==> config.mk <==
export PLATFORM = sky130hd
export DESIGN_NAME = inst_sequencer
export DESIGN_NICKNAME = d
export VERILOG_FILES = /design/src/rtl/inst_sequencer.sv
export SDC_FILE = /design/constraint.sdc
export NUM_CORES = 1
export LEC_CHECK = 0
export CORE_ASPECT_RATIO = 1.5
export CORE_MARGIN = 5
export CORE_UTILIZATION = 46
export DETAILED_ROUTE_END_ITERATION = 12
export MAX_ROUTING_LAYER = met4
export PLACE_DENSITY_LB_ADDON = 0.25
export SETUP_SLACK_MARGIN = 0.05
export SYNTH_ARGS = -nofsm -noshare
export SYNTH_HDL_FRONTEND = slang
export SYNTH_SLANG_ARGS = --single-unit
==> constraint.sdc <==
create_clock -name clk -period 5.6 [get_ports clk]
set_clock_uncertainty 0.15 [all_clocks]
set_input_delay 1.12 -clock clk [delete_from_list [all_inputs] [get_ports clk]]
set_output_delay 1.12 -clock clk [all_outputs]
set_load 0.05 [all_outputs]
==> src/rtl/inst_sequencer.sv <==
// Multi-cycle fetch/decode/execute/writeback controller for the single-cycle decoder and ALU.
// Optional SEQ_SINGLE_STEP_EN adds step_mode: each start pulse then retires exactly one instruction.
module inst_sequencer #(
  parameter logic [31:0] RESET_PC      = 32'h0000_0000,
  parameter int unsigned FETCH_TIMEOUT = 16
) (
  input  logic        clk,
  input  logic        rst,
  input  logic        start,
  input  logic        stop,
`ifdef SEQ_SINGLE_STEP_EN
  input  logic        step_mode,
`endif
  output logic        imem_req,
  output logic [31:0] imem_addr,
  input  logic        imem_gnt,
  input  logic        imem_rvalid,
  input  logic [31:0] imem_rdata,
  output logic [31:0] inst_out,
  output logic [31:0] inst_addr_out,
  input  logic [3:0]  dec_alu_control,
  input  logic [4:0]  dec_rd_num,
  output logic        alu_src_imm,
  output logic        rf_we,
  output logic [31:0] pc,
  output logic        busy,
  output logic        halted,
  output logic [1:0]  fault,
  output logic [31:0] retire_count
);

  typedef enum logic [2:0] {
    IDLE,
    FETCH,
    WAIT_RSP,
    DECODE,
    EXECUTE,
    WRITEBACK,
    HALT
  } state_t;

  localparam logic [7:0] TMO_LAST     = 8'(FETCH_TIMEOUT - 1);
  localparam logic [3:0] ALU_ILLEGAL  = 4'b1111;
  localparam logic [6:0] OPC_OP_IMM   = 7'h13;
  localparam logic [1:0] FAULT_NONE   = 2'b00;
  localparam logic [1:0] FAULT_ILLEGAL = 2'b01;
  localparam logic [1:0] FAULT_TIMEOUT = 2'b10;

  state_t      state;
  state_t      next_state;
  logic [7:0]  tmo_cnt;
  logic        stop_pend;
  logic        step_ret;
  logic        latch_inst;
  logic        busy_state;
  logic        next_busy;

`ifdef SEQ_SINGLE_STEP_EN
  assign step_ret = step_mode;
`else
  assign step_ret = 1'b0;
`endif

  assign imem_addr = pc;

  always_comb begin
    next_state = state;
    case (state)
      IDLE:      if (start) next_state = FETCH;
      FETCH: begin
        if (imem_gnt && imem_rvalid) next_state = DECODE;
        else if (imem_gnt)           next_state = WAIT_RSP;
      end
      // A response arriving on the final allowed cycle still beats the timeout.
      WAIT_RSP: begin
        if (imem_rvalid)              next_state = DECODE;
        else if (tmo_cnt == TMO_LAST) next_state = HALT;
      end
      DECODE:    next_state = EXECUTE;
      EXECUTE:   next_state = (dec_alu_control == ALU_ILLEGAL) ? HALT : WRITEBACK;
      WRITEBACK: next_state = (stop_pend || stop || step_ret) ? IDLE : FETCH;
      HALT:      next_state = HALT;
      default:   next_state = IDLE;
    endcase
  end

  always_comb begin
    latch_inst = ((state == FETCH) && imem_gnt && imem_rvalid) ||
                 ((state == WAIT_RSP) && imem_rvalid);
    busy_state = (state != IDLE) && (state != HALT);
    next_busy  = (next_state != IDLE) && (next_state != HALT);
  end

  always_ff @(posedge clk or posedge rst) begin
    if (rst) begin
      state    <= IDLE;
      imem_req <= 1'b0;
      busy     <= 1'b0;
      halted   <= 1'b0;
      rf_we    <= 1'b0;
    end else begin
      state    <= next_state;
      imem_req <= (next_state == FETCH);
      busy     <= next_busy;
      halted   <= (next_state == HALT);
      rf_we    <= (state == EXECUTE) && (next_state == WRITEBACK) && (dec_rd_num != 5'd0);
    end
  end

  always_ff @(posedge clk or posedge rst) begin
    if (rst) begin
      inst_out      <= '0;
      inst_addr_out <= '1;
      alu_src_imm   <= 1'b0;
    end else begin
      if (latch_inst) begin
        inst_out      <= imem_rdata;
        inst_addr_out <= pc;
      end
      if (state == DECODE) begin
        alu_src_imm <= (inst_out[6:0] == OPC_OP_IMM);
      end
    end
  end

  always_ff @(posedge clk or posedge rst) begin
    if (rst) begin
      tmo_cnt <= '0;
    end else if (state == FETCH) begin
      tmo_cnt <= '0;
    end else if (state == WAIT_RSP) begin
      tmo_cnt <= tmo_cnt + 8'd1;
    end
  end

  // stop is remembered from any busy state until the current instruction retires.
  always_ff @(posedge clk or posedge rst) begin
    if (rst) begin
      stop_pend <= 1'b0;
    end else if (state == WRITEBACK) begin
      stop_pend <= 1'b0;
    end else if ((state == IDLE) && start && stop) begin
      stop_pend <= 1'b1;
    end else if (busy_state && stop) begin
      stop_pend <= 1'b1;
    end
  end

  always_ff @(posedge clk or posedge rst) begin
    if (rst) begin
      pc           <= RESET_PC;
      retire_count <= '0;
    end else if (state == WRITEBACK) begin
      pc           <= pc + 32'd4;
      retire_count <= retire_count + 32'd1;
    end
  end

  always_ff @(posedge clk or posedge rst) begin
    if (rst) begin
      fault <= FAULT_NONE;
    end else if ((state == EXECUTE) && (next_state == HALT)) begin
      fault <= FAULT_ILLEGAL;
    end else if ((state == WAIT_RSP) && (next_state == HALT)) begin
      fault <= FAULT_TIMEOUT;
    end
  end

endmodule

==> run_results.csv <==
group,metric,value,unit
status,outcome,"finished clean",
routing,viasPerCell,5.05,
global_route,grt_first_pass_wirelength,24600,µm
timing,tightestPinTransition,0.947,ns
critical_path,reg2reg_from,"state[2]",
timing,finalCritPeriodShare,0.559,
min_path,whs_endpoint,"retire_count[31]",
critical_path,crit_chain,"clkdlybuf4s50_1",
critical_path,setup.worst_path.start,"imem_addr[4]",
synth,async_flop_share,1.00,
pwr,swShare,0.389,
critical_path,worst-endpoint-arrival,1.86,ns
timing,setup_viol,0,
routing,wl,15300,µm
critical_path,crit_fanout,9,
critical_path,worstPathRequired,4.33,ns
synth,yosysWarnings,0,
timing,maxSlewViolCount,0,
routing,met2_length,8270,µm
critical_path,regToRegSetupSlack,2.97,ns
min_path,hp-class,"reg2reg",
routing,dr_wl_met3,1000,µm
synth,synth_edf_count,0,
place,hpwlAfterDp,11300,µm
floorplan,io_pins,214,
place,portBuffers,209,
timing,hold_viol,0,
pwr,p_clk_frac,0.279,
pwr,p_int,2.47,mW
synth,synthFlopType,"dfrtp_1",
routing,top_layer,"met4",
routing,wl_per_cell,16.8,µm
critical_path,crit_cells,1,
critical_path,r2r_cells,5,
pwr,p_seq_frac,0.351,
cts,cts_max_path_buffers,2,
final_layout,regArea,0.00364,mm²
min_path,hp-start,"retire_count[31]",
timing,rsz0062_at_grt,"no",
critical_path,cp_num_buf_inv,1,
min_path,whs_path_depth,1,
final_layout,multi_input_area,0.00249,mm²
critical_path,cpLargestDelayFamily,"buffers and inverters",
synth,synth_area,0.00655,mm²
synth,synth_cell_types,52,
routing,vias,4596,
synth,postSynthCellCount,523,
critical_path,path_class,"reg2out",
critical_path,crit_slowest_cell,"clkdlybuf4s50_1",
synth,yosysSeqAreaShare,0.556,
routing,drc,0,
timing,fmaxAchievable,320,MHz
synth,ys_seq_elements,144,
floorplan,rows,53,
cts,cts_made_buffers,17,
critical_path,reg2reg_to,"imem_addr[27]",
pwr,ir_worst_vdd,0.000365,V
timing,slew_headroom,0.368,
cts,h-tree-depth,4,
global_route,grt_pass1_vias,4925,
critical_path,end_kind,"primary output",
routing,drt_iter0_markers,162,
cts,post_cts_buffers,0,
cts,cts_tree,"yes",
floorplan,fp.dieH,156,µm
pwr,combPwrFrac,0.370,
routing,met1_length,5790,µm
place,place.gp.congestion,0.793,
pwr,leakagePower,3.96,nW
global_route,grt_max_degree,107,
global_route,overflow,0,
routing,ant_nets,0,
critical_path,startpoint_type,"flip-flop",
final_layout,drive_above_1_share,0.156,
synth,synth_area_per_cell,12.5,µm²
pwr,p_sw,1.57,mW
floorplan,dieArea,0.0168,mm²
final_layout,num_antenna_cells,0,
final_layout,post-route-util,0.652,
global_route,grtUsageTotal,0.191,
timing,timing.final.crit_period,3.13,ns
final_layout,nFillCells,1066,
final_layout,nets,757,
floorplan,die_w,107,µm
critical_path,cpPeakStageDelay,0.90,ns
pwr,powerDensity,443,mW/mm²
final_layout,synthToLayoutAreaGrowth,39.3,%
global_route,antenna_found_initial,0,
cts,clock_latency,0.41,ns
cts,cts_hold_buf,0,
floorplan,coreArea,0.0140,mm²
cts,cts_root_buffer,"clkbuf_16",
cts,path_clk_slew,0.06,ns
timing,setup_tns,0,ns
flow_run,maxCapViolCount,0,
cts,cts.repair.resized,0,
floorplan,start_util,0.468,
cts,clock-sinks,144,
routing,drtPass1Iterations,6,
metal layers:
metal  GRT usage  up-vias
met5           -        -
met1       0.204     2286
met2       0.338      159
met3      0.0629       19
li1            -     2132
met4      0.0535        0
registers in the layout, indices dropped and copies added, names as in the netlist:
name	count
inst_out	32
stop_pend	1
alu_src_imm	1
imem_addr	30
tmo_cnt	8
fault	2
imem_req	1
state	3
retire_count	32
inst_addr_out	31
halted	1
rf_we	1
busy	1
power by group through the flow:
stage / Sequential [mW] / Clock, mW / Combinational, mW
final: 1.42 / 1.13 / 1.49
after global routing: 1.45 / 1.19 / 1.57
after CTS: 1.42 / 1.15 / 1.51
after detailed placement: 1.44 / 0 / 1.51
after global placement: 1.43 / 0 / 1.48
after floorplan: 1.96 / 0 / 0.512
final cells by class:
class                      count  area share
multi-input combinational    321       0.273
clock buffer                  17      0.0466
timing repair buffer         212       0.232
inverter                      11     0.00507
clock inverter                14      0.0182
sequential                   144       0.399
tap                          192      0.0263
worst max-delay path by stage:
stage / end / slack, ns
finish: imem_addr[4] / 2.47
global placement: inst_out[31] / 2.59
floorplan: alu_src_imm / 0.52
global route: imem_addr[4] / 2.38
CTS: imem_addr[4] / 2.43
detailed placement: inst_out[31] / 2.53
through the flow:
stage	setup WS, ns	instances	hold slack (ns)	total power, mW	area [µm²]
4_1_cts	2.43	911	0.337	4.08	9130
6_report	2.47	911	0.330	4.04	9130
3_5_place_dp	2.53	880	0.323	2.94	8530
3_3_place_gp	2.59	880	0.305	2.90	8530
5_1_grt	2.38	911	0.368	4.22	9130
2_1_floorplan	0.515	526	0.356	2.47	6570
cell usage after synthesis, drive strengths merged (4+ instances only):
cell	n	share of area
nor4	9	0.022
dfstp	31	0.12
buf	46	0.057
o21ai	7	0.0053
and4	5	0.0069
inv	11	0.0063
clkbuf	4	0.0038
nand3	28	0.022
nand2	32	0.018
and3	11	0.011
nor3	5	0.0038
xnor2	44	0.059
nor2	30	0.017
mux2	62	0.11
nand4	17	0.019
nor2b	5	0.0059
and2	6	0.0057
dfrtp	113	0.43
xor2	21	0.028
cells by family after synthesis:
kind of cell	after synthesis	synth area share
xor+xnor	65	0.0869
other cells	1	0.000572
buf+inv	61	0.0666
simple gates	162	0.153
fa+ha+maj	3	0.00573
mux	62	0.107
flops	144	0.556
compound gates	25	0.0248
worst reg2reg max path, delay by kind of cell, from the launching register on:
kind          cells  cell delay [ns]
xor+xnor          1             0.14
simple gates      4             1.35
flops             1             0.91
cells in the final DEF (no fill, tap or decap), types with 4 or more instances in the layout:
cell	Yosys	routed
and2_1	5	5
and3_1	9	9
and4_1	4	4
clkbuf_16	0	17
clkdlybuf4s50_1	0	209
clkinv_2	0	4
clkinvlp_4	0	4
conb_1	1	4
dfrtp_1	113	113
dfstp_2	31	31
inv_1	11	10
mux2_1	34	34
mux2_2	28	28
nand2_1	32	32
nand3_1	27	27
nand4_1	14	14
nor2_1	30	30
nor2b_1	4	4
nor3_1	5	5
nor4_4	6	6
o21ai_0	7	7
xnor2_1	44	44
xor2_1	21	21
No activity file was read; power rests on OpenSTA's default activity.
